$ cat src/rtl/if_stage_pkg.sv
// Shared definitions for the instruction fetch stage: NOP encoding,
// reset PC, controller state encoding and the PC update rule.
package if_stage_pkg;

    localparam logic [15:0] NOP_INST = 16'h0800;
    localparam logic [15:0] RESET_PC = 16'h0000;

    typedef enum logic [1:0] {
        ST_FETCH = 2'd0,
        ST_SKID  = 2'd1,
        ST_DRAIN = 2'd2
    } if_state_e;

    // Next fetch address once an instruction advances into IF/ID (16-bit wrap).
    function automatic logic [15:0] pc_next(input logic [15:0] pc,
                                            input logic        br,
                                            input logic [15:0] tgt);
        return br ? tgt : pc + 16'd1;
    endfunction

endpackage

$ cat src/rtl/if_id_reg.sv
// IF/ID pipeline register: holds {pc, inst} for the decode stage.
// A NOP load (flush) takes precedence over a normal load; otherwise it holds.
module if_id_reg
    import if_stage_pkg::*;
(
    input  logic        clk,
    input  logic        rst,
    input  logic        load,
    input  logic        nop_load,
    input  logic [15:0] pc_d,
    input  logic [15:0] inst_d,
    output logic [15:0] pc_o,
    output logic [15:0] inst_o
);

    // Register update: reset to NOP, flush loads NOP at pc_d, load captures pc_d/inst_d
    always_ff @(posedge clk) begin
        if (rst) begin
            pc_o   <= RESET_PC;
            inst_o <= NOP_INST;
        end else if (nop_load) begin
            pc_o   <= pc_d;
            inst_o <= NOP_INST;
        end else if (load) begin
            pc_o   <= pc_d;
            inst_o <= inst_d;
        end
    end

endmodule

$ cat src/rtl/if_stage.sv
// Instruction fetch stage: owns the PC, the skid register and the
// FETCH/SKID/DRAIN controller; the IF/ID register lives in if_id_reg.
//
// Memory handshake: imem_req_o and imem_addr_o rise together and stay stable
// up to and including the cycle imem_ack_i is high; imem_rdata_i is valid only
// in that ack cycle, and imem_ack_i carries no meaning while imem_req_o is low.
module if_stage
    import if_stage_pkg::*;
(
    input  logic        clk,
    input  logic        rst,
    input  logic        stall_i,
    input  logic        branch_flag_i,
    input  logic [15:0] branch_addr_i,
    input  logic        flush_i,
    input  logic [15:0] flush_addr_i,
    output logic        imem_req_o,
    output logic [15:0] imem_addr_o,
    input  logic        imem_ack_i,
    input  logic [15:0] imem_rdata_i,
    output logic [15:0] pc_o,
    output logic [15:0] inst_o,
    output logic        stall_req_o,
    output if_state_e   state_o
);

    if_state_e   state;
    logic [15:0] pc;
    logic [15:0] skid;
    logic [15:0] drain_addr;
    logic        ack_v;
    logic        ifid_load;
    logic        ifid_nop;
    logic [15:0] ifid_pc_d;
    logic [15:0] ifid_inst_d;

    // DRAIN keeps presenting the abandoned address while pc already points at the flush target.
    assign imem_req_o  = !rst && (state == ST_FETCH || state == ST_DRAIN);
    assign imem_addr_o = (state == ST_DRAIN) ? drain_addr : pc;
    assign stall_req_o = (state == ST_FETCH) && imem_req_o && !imem_ack_i;
    assign ack_v       = imem_req_o && imem_ack_i;
    assign state_o     = state;

    // IF/ID load selection: flush forces a NOP, otherwise advance on an unstalled ack or skid release
    always_comb begin
        ifid_load   = 1'b0;
        ifid_nop    = flush_i;
        ifid_pc_d   = flush_i ? flush_addr_i : pc + 16'd1;
        ifid_inst_d = skid;
        if (!flush_i && !stall_i) begin
            case (state)
                ST_FETCH: begin
                    ifid_load   = ack_v;
                    ifid_inst_d = imem_rdata_i;
                end
                ST_SKID: ifid_load = 1'b1;
                default: ifid_load = 1'b0;
            endcase
        end
    end

    // Fetch controller: PC, skid capture and state, with flush overriding stall and branch
    always_ff @(posedge clk) begin
        if (rst) begin
            state      <= ST_FETCH;
            pc         <= RESET_PC;
            skid       <= 16'h0000;
            drain_addr <= RESET_PC;
        end else if (flush_i) begin
            pc   <= flush_addr_i;
            skid <= 16'h0000;
            // A request still waiting for its ack must be drained before refetching.
            if (state != ST_SKID && !ack_v) begin
                state <= ST_DRAIN;
                if (state == ST_FETCH) drain_addr <= pc;
            end else begin
                state <= ST_FETCH;
            end
        end else begin
            case (state)
                ST_FETCH: begin
                    if (ack_v) begin
                        if (stall_i) begin
                            skid  <= imem_rdata_i;
                            state <= ST_SKID;
                        end else begin
                            pc <= pc_next(pc, branch_flag_i, branch_addr_i);
                        end
                    end
                end
                ST_SKID: begin
                    if (!stall_i) begin
                        pc    <= pc_next(pc, branch_flag_i, branch_addr_i);
                        state <= ST_FETCH;
                    end
                end
                ST_DRAIN: begin
                    if (ack_v) state <= ST_FETCH;
                end
                default: state <= ST_FETCH;
            endcase
        end
    end

    if_id_reg u_if_id_reg (
        .clk      (clk),
        .rst      (rst),
        .load     (ifid_load),
        .nop_load (ifid_nop),
        .pc_d     (ifid_pc_d),
        .inst_d   (ifid_inst_d),
        .pc_o     (pc_o),
        .inst_o   (inst_o)
    );

endmodule

$ cat config.mk
export PLATFORM = sky130hd
export DESIGN_NAME = if_stage
export DESIGN_NICKNAME = d
export VERILOG_FILES = /design/src/rtl/if_stage_pkg.sv /design/src/rtl/if_id_reg.sv /design/src/rtl/if_stage.sv
export SDC_FILE = /design/constraint.sdc
export NUM_CORES = 1
export LEC_CHECK = 0
export CORE_UTILIZATION = 40
export DETAILED_ROUTE_END_ITERATION = 12
export PLACE_DENSITY_LB_ADDON = 0.2
export SLEW_MARGIN = 10
export SYNTH_ARGS = -nofsm -noshare
export SYNTH_HDL_FRONTEND = slang
export SYNTH_HIERARCHICAL = 1
export SYNTH_SLANG_ARGS = --single-unit
$ cat constraint.sdc
create_clock -name clk -period 2.7 [get_ports clk]
set_input_delay 0.54 -clock clk [delete_from_list [all_inputs] [get_ports clk]]
set_output_delay 0.54 -clock clk [all_outputs]
set_load 0.02 [all_outputs]
**Yosys cells after proc, flatten, opt, wreduce, memory -nomap -nowiden**

Cells that the tools add are included.

- Flip-flop bits (word level): 82
- Input port bits: 54
- Output and inout bits: 52
- Logic and storage cells: 54

- $add $sub $neg: 1
- Equal/unequal tests: 7
- Muxes and demuxes: 20
- Reductions and logical operators: 20

Operators by type and width:

| operator | count |
|---|---|
| $mux W16 | 10 |
| $pmux W16 S2 | 1 |
| $add A16 B1 Y16 const B | 1 |
| $mux W2 | 6 |
| $ne A3 B3 Y1 const B | 4 |
| $logic_and A1 B1 Y1 | 6 |
| $pmux W2 S3 | 1 |
| $reduce_and A3 Y1 | 2 |
| $logic_not A1 Y1 | 5 |
| $reduce_and A4 Y1 | 1 |
| $reduce_bool A3 Y1 | 1 |
| $eq A2 B1 Y1 const B | 1 |
| $eq A2 B2 Y1 const B | 1 |
| $logic_not A2 Y1 | 1 |
| $ne A2 B1 Y1 const B | 1 |
| $pmux W1 S2 | 1 |
| $reduce_and A2 Y1 | 1 |
| $reduce_bool A2 Y1 | 1 |
| $reduce_or A2 Y1 | 1 |
| $logic_or A1 B1 Y1 | 1 |
| $mux W1 | 1 |

**Logic depth before layout (Yosys ltp)**

Gate-level depths: netlist (run 1).

- Word-level depth: 8
- Gate-level depth with buffers: 9

**Hierarchy**

Netlist (run 1), hierarchy kept.

By module, submodules not included:

| module | times used | cells each | area an instance (um2) | sequential area each (um2) |
|---|---|---|---|---|
| if_stage | 1 | 396 | 3032.9 | 1001.0 |
| if_id_reg | 1 | 125 | 1244.9 | 640.6 |

**Worst setup path before layout (run 1)**

Ideal clock, no wire load.

- Path kind: register to output
- From: reg state[1], in the netlist state_o[1]
- To: out imem_addr_o[10]
- Data arrival time: 1.674 ns
- Setup slack: 0.486 ns
- Cell stages (with the launch flop): 6
- Path buffers: 3
- Cell sequence: dfxtp_1 > buf_2 > nor2b_1 > clkbuf_1 > buf_2 > mux2_2

- Cells in the longest elaborated chain, start to end: 2

RTL lines:

| element | line | text |
|---|---|---|
| start: declaration | if_stage.sv:27 | `if_state_e state;` |
| start signal: assignment | if_stage.sv:65 | `state <= ST_FETCH;` |
| start signal: assignment | if_stage.sv:74 | `state <= ST_DRAIN;` |
| start signal: assignment | if_stage.sv:77 | `state <= ST_FETCH;` |
| $eq A2 B2 Y1 | if_stage.sv:39 | `assign imem_addr_o = (state == ST_DRAIN) ? drain_addr : pc;` |
| $mux W16 | if_stage.sv:39 |  |
| end: declaration | if_stage.sv:18 | `output logic [15:0] imem_addr_o,` |

Every way passes these cells.

**Final worst setup path (run 1)**

- From: reg state[1], in the netlist state_o[1]
- To: out imem_addr_o[3]

Same word-level chain as after synthesis.

==> impl_metrics.csv, run 1 <==
group,metric,value,unit
sta,slew_headroom,39.7,%
detailed_routing,drt_wl_total,12000,um
sta,setup_tns,0,ps
final_layout,finalNetCount,663,
critical_path,cpPeakStageDelay,540,ps
clock_tree,cts_setup_buffers,0,
critical_path,crit_path_max_fanout,16,
sta,worstMarginPinSlew,904,ps
yosys,ys_async_sr_fraction,0,%
pwr,power.internal,1980,uW
sta,fin_crit_sh,93.4,%
final_layout,layout-drive-gt1-share,12.9,%
yosys,synth_area,4280,um2
sta,final-setup-viol-count,0,
global_route,grt_overflow_total,0,
final_layout,num-fill-cells,981,
clock_tree,path_clk_slew,100,ps
floorplan,initial_utilization,41.4,%
final_layout,insertedDiodeCount,0,
clock_tree,ctsHoldBuffers,0,
global_route,grt_start_max_net_pins,52,
critical_path,cp-start-kind,"flip-flop",
pwr,power_frac_seq,46.8,%
pwr,vdd_drop_max,0.238,mV
sta,hold_viol_final,0,
yosys,syn-num-nets,576,
pwr,pwr-share-comb,18.9,%
placed_design,io_buffers,105,
sta,fin_worst_skew,9.25,ps
floorplan,die_y,105,um
pwr,p_sw,813,uW
flow_run,max_cap_violations,0,
floorplan,core,10300,um2
yosys,netlist_instances,521,
yosys,synth.ff_latch_count,82,
final_layout,regArea,1640,um2
yosys,synth_edf_count,0,
sta,period_minus_slack,2520,ps
pwr,clockPowerShare,34.3,%
global_route,antenna_found_initial,0,
critical_path,cp.arrival,1980,ps
global_route,grt_pass1_vias,3908,
critical_path,crit_type,"flip-flop to output port",
yosys,yosys_warnings,6,
detailed_routing,first_iter_violations,270,
clock_tree,cts_buffers,9,
clock_tree,clock-sinks,82,
yosys,yosys_most_used_dff,"dfxtp_1",
final_layout,syn_to_final_growth,31.7,%
final_layout,final_area,5640,um2
min_path,hp-class,"flip-flop to flip-flop",
global_route,grt_pass1_wl,19400,um
clock_tree,cts_resized,0,
sta,clock.fmax,397,MHz
detailed_routing,routed_via_density,5.32,
floorplan,row_count,37,
yosys,yosysSeqAreaShare,38.4,%
critical_path,crit_path_end_kind,"output port",
pwr,netSwitchingFraction,29.1,%
detailed_routing,first_pass_iters,7,
detailed_routing,vias,3988,
floorplan,die_w,105,um
global_route,grt_use_total,22.0,%
detailed_routing,drc,0,
clock_tree,clkLatencyLatePin,350,ps
critical_path,cp_data_required_time,2160,ps
pwr,p_leak,0.00195,uW
placed_design,hpwl,8270,um
floorplan,boundaryPins,106,
clock_tree,cts_tree,"yes",
final_layout,multiInputGateArea,2420,um2
clock_tree,htree_levels,3,
detailed_routing,wl_per_cell,16.1,um
critical_path,cp_slowest_cell,"clkdlybuf4s50_1",
yosys,syn_area_per_cell,8.21,um2
clock_tree,clockBufferDepth,2,
clock_tree,cts-root-buf,"clkbuf_8",
placed_design,place.gp.congestion,0.865,
pwr,powerDensity,496,nW/um2
detailed_routing,antenna_left,0,
run_status,status,"complete, no violations",
sta,rsz0062_at_grt,"no",
yosys,synth.distinct_cells,56,
floorplan,die_area,11100,um2
sta,slew_viol_final,0,
placed_design,place_area,5420,um2
critical_path,cp_cell_sequence,"nor2b_1 -> buf_4 -> mux2_2 -> clkdlybuf4s50_1",
==> power groups by stage <==
stage / Sequential [uW] / Combinational [uW] / Clock [uW]
floorplan: 1330 / 289 / 0
global placement: 1330 / 517 / 0
detailed placement: 1330 / 522 / 0
CTS: 1310 / 525 / 973
global route: 1310 / 569 / 1030
finish: 1310 / 528 / 957
==> critical path, delay by kind of cell (launching register included) <==
kind	cells	cell delay, ps
simple gates	1	120
mux	1	370
flops	1	340
buf+inv	2	790
==> flip-flops by register name, summed over array words and instances, names as in the netlist <==
register / count
u_if_id_reg/pc_o: 16
drain_addr: 16
skid: 16
u_if_id_reg/inst_o: 16
state_o: 2
pc: 16
==> cells in the mapped netlist (2+ instances only) <==
library cell	number	area (um2)
a211o_1	2	17.5
a211oi_1	3	22.5
a21oi_1	63	315
a22oi_1	4	30.0
and3_1	4	25.0
and4_1	4	35.0
buf_2	9	45.0
buf_4	2	15.0
buf_6	3	33.8
clkbuf_1	30	113
dfxtp_1	82	1640
inv_1	6	22.5
mux2_2	37	417
mux2i_1	17	170
nand2_1	88	330
nand2b_1	4	25.0
nand3_1	10	50.1
nand4_1	3	18.8
nor2_1	39	146
nor2b_1	4	25.0
nor3_1	4	20.0
nor3_2	2	20.0
nor4_1	2	12.5
o211ai_1	4	30.0
o21ai_0	33	165
o2bb2ai_1	2	17.5
o31ai_1	3	22.5
or2_2	2	12.5
or3_1	2	12.5
or3b_1	15	131
xnor2_1	11	96.3
xor2_1	3	26.3
==> final timing paths <==
| path | startpoint | end | slack, ps | cells past startpoint |
|---|---|---|---|---|
| max | state_o[1] | imem_addr_o[3] | 180 | 4 |
| max reg2reg | pc[2] | u_if_id_reg/pc_o[13] | 400 | 7 |
| min reg2reg | drain_addr[5] | drain_addr[5] | 460 | 2 |
| min | drain_addr[5] | drain_addr[5] | 460 | 2 |
==> layer usage <==
layer	global-route usage (%)	vias up	share of wire, %	wire [um]
met2	33.9	115	45	5440
li1	-	1995	-	-
met1	30.6	1868	48	5800
met4	7.65	0	0.99	119
met3	4.21	10	5.5	662
met5	0	-	0	0
==> kinds of logic after synthesis <==
family                   count (synthesis)  synth area share, %
adder cells (fa/ha/maj)                  1                0.292
XOR/XNOR                                14                 2.87
AND/OR/NAND/NOR                        191                 22.1
AO/OA/AOI/OAI                          128                 17.2
multiplexers                            54                 13.7
flip-flops                              82                 38.4
buffers and inverters                   51                 5.44
==> cell type report <==
| class | instances | area share, % |
|---|---|---|
| Clock inverter | 6 | 1.31 |
| Clock buffer | 10 | 2.44 |
| Tap cell | 136 | 3.02 |
| Sequential cell | 82 | 29.1 |
| Inverter | 7 | 0.466 |
| Timing Repair Buffer | 120 | 20.7 |
| Multi-Input combinational cell | 388 | 42.9 |
==> cells in the final DEF (no fill, tap or decap), drive strengths merged, types with 11 or more instances in the layout <==
master / instances
nand2: 88
or3b: 16
mux2i: 17
mux2: 37
o21ai: 33
nor2: 39
xnor2: 11
clkdlybuf4s50: 103
buf: 17
a21oi: 63
dfxtp: 82
==> per-stage QoR <==
stage          hold slack [ps]  cells  power [uW]  utilization, %  setup WS [ps]
6_report                   456    749        2790            54.6            178
5_1_grt                    476    749        2910            54.6           46.6
4_1_cts                    456    749        2810            54.6            161
3_5_place_dp               443    733        1860            52.5            187
3_3_place_gp               438    733        1850            52.5            259
2_1_floorplan              433    521        1620               -            486
No activity file was read; power rests on OpenSTA's default activity.
==> run 2: changes to the inputs <==
- ABC_AREA: unset -> 0
==> results of run 2 <==
No change in the layout: final DEF, timing and power equal those of run 1.
==> run 3: changes to the inputs <==
- ABC_AREA: 0 -> unset
- MAX_ROUTING_LAYER: unset -> met4
==> impl_metrics.csv, run 3 (synthesis gave the netlist of run 1 again) <==
group,metric,value,unit
critical_path,rrSetupSlack,410,ps
floorplan,row_count,37,
critical_path,cp_cell_sequence,"nor2b_1 -> buf_4 -> mux2_2 -> clkdlybuf4s50_1",
detailed_routing,first_iter_violations,250,
clock_tree,clock-sinks,82,
pwr,vdd_drop_max,0.236,mV
floorplan,boundaryPins,106,
final_layout,insertedDiodeCount,0,
critical_path,cpPeakStageDelay,540,ps
flow_run,max_cap_violations,0,
floorplan,die_area,11100,um2
clock_tree,cts_setup_buffers,0,
sta,slew_headroom,39.6,%
global_route,grt_pass1_wl,19300,um
critical_path,path_buf_inv,2,
critical_path,cp_data_required_time,2160,ps
sta,clock.fmax,396,MHz
critical_path,path_delay_family,"buffers and inverters",
critical_path,rr_worst_depth,7,
run_status,status,"complete, no violations",
floorplan,die_w,105,um
critical_path,cp-start-kind,"flip-flop",
critical_path,cp.arrival,1990,ps
placed_design,dpl.cell_count,733,
sta,hold_viol_final,0,
sta,rsz0062_at_grt,"no",
clock_tree,cts_resized,0,
sta,slew_viol_final,0,
global_route,grt_start_max_net_pins,52,
clock_tree,path_clk_slew,100,ps
sta,period_minus_slack,2530,ps
sta,worstMarginPinSlew,906,ps
final_layout,num-fill-cells,981,
global_route,busiest_layer,"met2",
sta,setup_tns,0,ps
critical_path,crit_path_max_fanout,16,
global_route,use_met2,34.2,%
detailed_routing,antenna_left,0,
critical_path,crit_path_end_kind,"output port",
global_route,grt_use_total,22.6,%
global_route,gr-usage-met1,30.6,%
global_route,grtUsageMet3,3.65,%
clock_tree,clkLatencyLatePin,350,ps
global_route,grt_pass1_vias,3925,
pwr,powerDensity,495,nW/um2
final_layout,stdcell_count,749,
floorplan,initial_utilization,41.4,%
global_route,grt_overflow_total,0,
clock_tree,cts-root-buf,"clkbuf_8",
detailed_routing,vias,4002,
clock_tree,cts_tree,"yes",
clock_tree,htree_levels,3,
sta,fin_crit_sh,93.6,%
final_layout,final_common_cell,"clkdlybuf4s50_1",
critical_path,cp_slowest_cell,"clkdlybuf4s50_1",
detailed_routing,drt_wl_total,12000,um
placed_design,io_buffers,105,
sta,fin_worst_skew,9.35,ps
sta,final-setup-viol-count,0,
placed_design,place.gp.congestion,0.879,
clock_tree,cts_buffers,9,
final_layout,final_cell_mix,"clkdlybuf4s50_1, nand2_1, dfxtp_1",
floorplan,core,10300,um2
critical_path,crit_type,"flip-flop to output port",
detailed_routing,wl_per_cell,16.0,um
min_path,whs_path_depth,2,
placed_design,hpwl,8270,um
detailed_routing,drc,0,
final_layout,finalNetCount,663,
critical_path,cp.depth,4,
final_layout,syn_to_final_growth,31.7,%
global_route,antenna_found_initial,0,
detailed_routing,routed_via_density,5.34,
min_path,hp-class,"flip-flop to flip-flop",
floorplan,die_y,105,um
detailed_routing,first_pass_iters,7,
pwr,p_leak,0.00195,uW
clock_tree,ctsHoldBuffers,0,
final_layout,layout-drive-gt1-share,12.9,%
clock_tree,clockBufferDepth,2,
run 3: power breakdown:
group          internal, uW  leakage [uW]  total [uW]  switching (uW)
Clock                   464      0.000101         954             490
Combinational           259       0.00118         527             268
Sequential             1260      0.000668        1310            51.5
run 3: path summary, 6_finish.rpt:
| path | from | endpoint |
|---|---|---|
| worst max-delay path | state_o[1] | imem_addr_o[3] |
| worst min-delay path | drain_addr[5] | drain_addr[5] |
| worst max register to register | pc[2] | u_if_id_reg/pc_o[13] |
| worst min register to register | drain_addr[5] | drain_addr[5] |
run 3: area by class of cell:
| type | instances | area [um2] | area share (%) |
|---|---|---|---|
| Clock inverter | 6 | 73.8 | 1.31 |
| Timing Repair Buffer | 120 | 1170 | 20.7 |
| Clock buffer | 10 | 138 | 2.44 |
| Inverter | 7 | 26.3 | 0.466 |
| Tap cell | 136 | 170 | 3.02 |
| Multi-Input combinational cell | 388 | 2420 | 42.9 |
| Sequential cell | 82 | 1640 | 29.1 |
run 3: metrics by stage:
step                area (um2)  util (%)  hold WS (ps)  power, uW  worst slack [ps]
floorplan                 4280         -           433       1620               486
global placement          5420      52.5           438       1850               259
detailed placement        5420      52.5           443       1860               187
CTS                       5640      54.6           456       2810               161
global route              5640      54.6           476       2910              52.6
finish                    5640      54.6           456       2790               174
run 3: metal layers:
layer / vias to the layer above / routed length, um
met4: 0 / 124
met5: - / 0
met1: 1883 / 5800
met3: 11 / 582
met2: 113 / 5450
li1: 1995 / -
run 3: worst reg2reg max path: cells and delay by family, from the launching register on:
kind	cells	cell delay (ps)
DFF	1	600
AOI/OAI and AO/OA	2	170
xor gates and xnor gates	1	160
and+or+nand+nor	3	930
muxes	1	300
==> patch (config.mk and constraints of run 3) <==
Reset style: asynchronous (`rst`), changed in 2 clocked blocks.
--- a/src/rtl/if_id_reg.sv
+++ b/src/rtl/if_id_reg.sv
@@ -15,5 +15,5 @@
 
     // Register update: reset to NOP, flush loads NOP at pc_d, load captures pc_d/inst_d
-    always_ff @(posedge clk) begin
+    always_ff @(posedge clk or posedge rst) begin
         if (rst) begin
             pc_o   <= RESET_PC;
--- a/src/rtl/if_stage.sv
+++ b/src/rtl/if_stage.sv
@@ -61,5 +61,5 @@
 
     // Fetch controller: PC, skid capture and state, with flush overriding stall and branch
-    always_ff @(posedge clk) begin
+    always_ff @(posedge clk or posedge rst) begin
         if (rst) begin
             state      <= ST_FETCH;
Formal check against the unedited RTL: differs if rst is asserted again (counterexample within 4 cycles, from zero or initial values and one cycle with rst high); with rst held inactive, the same outputs for 4 cycles.
==> patch against run 3 <==
  * Power up 35%
  * Global-route usage fell by 0.79 points
  * Utilization rose by 0.20 points
  * Non-clock buffer count up 5
  * Worst setup slack worse by 0.022 ns
  * Wire length shrank 4.2%
  * Synthesized area is 4.9% higher
  * Sequential cell count unchanged
  * Cell area is 5.9% higher
  * Critical path type unchanged
  * Sequential share of layout area is 5.3 points higher
  * Highest routed layer unchanged
  * Final cell count is 13% lower
==> patch: results (changes against run 3) <==
----------------------------------------------------
[Outcome]
  Run status ... finished clean

[Placement]
  Placed Cells incl. Taps ... 636 (-13%)
  Place WS ... 0.189 ns (+0.00215 ns)

[Detailed routing]
  Routed vias ... 3491 (-13%)
  Routed length on met3 ... 592 µm (+1.7%)
  First-pass iteration count of the detailed router ... 4 (-3)
  Violation count after the first detailed-routing iteration ... 156 (-38%)

[Timing]
  Largest clock skew in the final design ... 0.0141 ns (+0.00478 ns)

[Worst setup path]
  Beginning of the worst register-to-register path ... pc[0]
  Critical path capture point ... imem_addr_o[11]
  Capture instance of the worst register-to-register path ... u_if_id_reg/pc_o[10]
  Critical path origin ... state_o[1]

[Cells and area]
  Sequential portion of the cell area ... 34.4% (+5.3 points)
  Multi-input comb cells ... 282 (-27%)
  Num sequential ... 82 (unchanged)
  Clock buffer and inverter area fraction after layout ... 4.72% (+0.97 points)

[Min path]
  Hold path endpoint ... drain_addr[13]
  Hold path depth ... 1 (-1)

[Logic synthesis]
  Most common library cells after synthesis ... 81 x sky130_fd_sc_hd__dfrtp_1, 56 x sky130_fd_sc_hd__mux2_2, 48 x sky130_fd_sc_hd__nor2_1, 24 x sky130_fd_sc_hd__mux2i_1, 21 x sky130_fd_sc_hd__a21oi_1
  Area contributors post-synth ... sky130_fd_sc_hd__dfrtp_1 45%, sky130_fd_sc_hd__mux2_2 14%, sky130_fd_sc_hd__mux2i_1 5.4%
  Register area share after synthesis ... 45.8% (+7.4 points)
  Netlist cell types ... 55 (-1.8%)
  Syn_nets ... 452 (-22%)

[GRT]
  Pin count of the biggest net entering global routing ... 51 (-1.9%)
  Met2 track utilization from global routing ... 33.8% (-0.37 points)
  Global-route wire length before repair ... 18500 µm (-4.4%)

[Clock network]
  Clock-pin slew of the registers on the worst-case setup and hold paths ... 0.08 ns (-0.02 ns)

----------------------------------------------------
-- patch: through the flow --
step	area [µm²]	hold WS, ns	utilization (%)
3_5_place_dp	5680	0.490	52.2
6_report	5970	0.508	54.8
5_1_grt	5970	0.522	54.8
2_1_floorplan	4490	0.446	-
4_1_cts	5970	0.510	54.8
3_3_place_gp	5680	0.462	52.2
-- patch: where the power goes --
part / switching [mW] / internal (mW) / leakage [nW]
Combinational: 0.460 / 0.540 / 1.34
Sequential: 0.119 / 1.38 / 1.02
Clock: 0.452 / 0.803 / 0.138
-- patch: cell families after synthesis --
group                    share of synthesized area, %
multiplexers                                     22.8
XOR/XNOR                                         2.73
AND/OR/NAND/NOR                                  13.5
adder cells (fa/ha/maj)                         0.279
flip-flops                                       45.8
AO/OA/AOI/OAI                                    10.1
buffers and inverters                            4.88
-- patch: worst max-delay path: cells and delay by family, from the launching register on --
kind | cells | cell delay, ns
mux | 1 | 0.39
flops | 1 | 0.39
buf+inv | 2 | 0.80
simple gates | 1 | 0.07
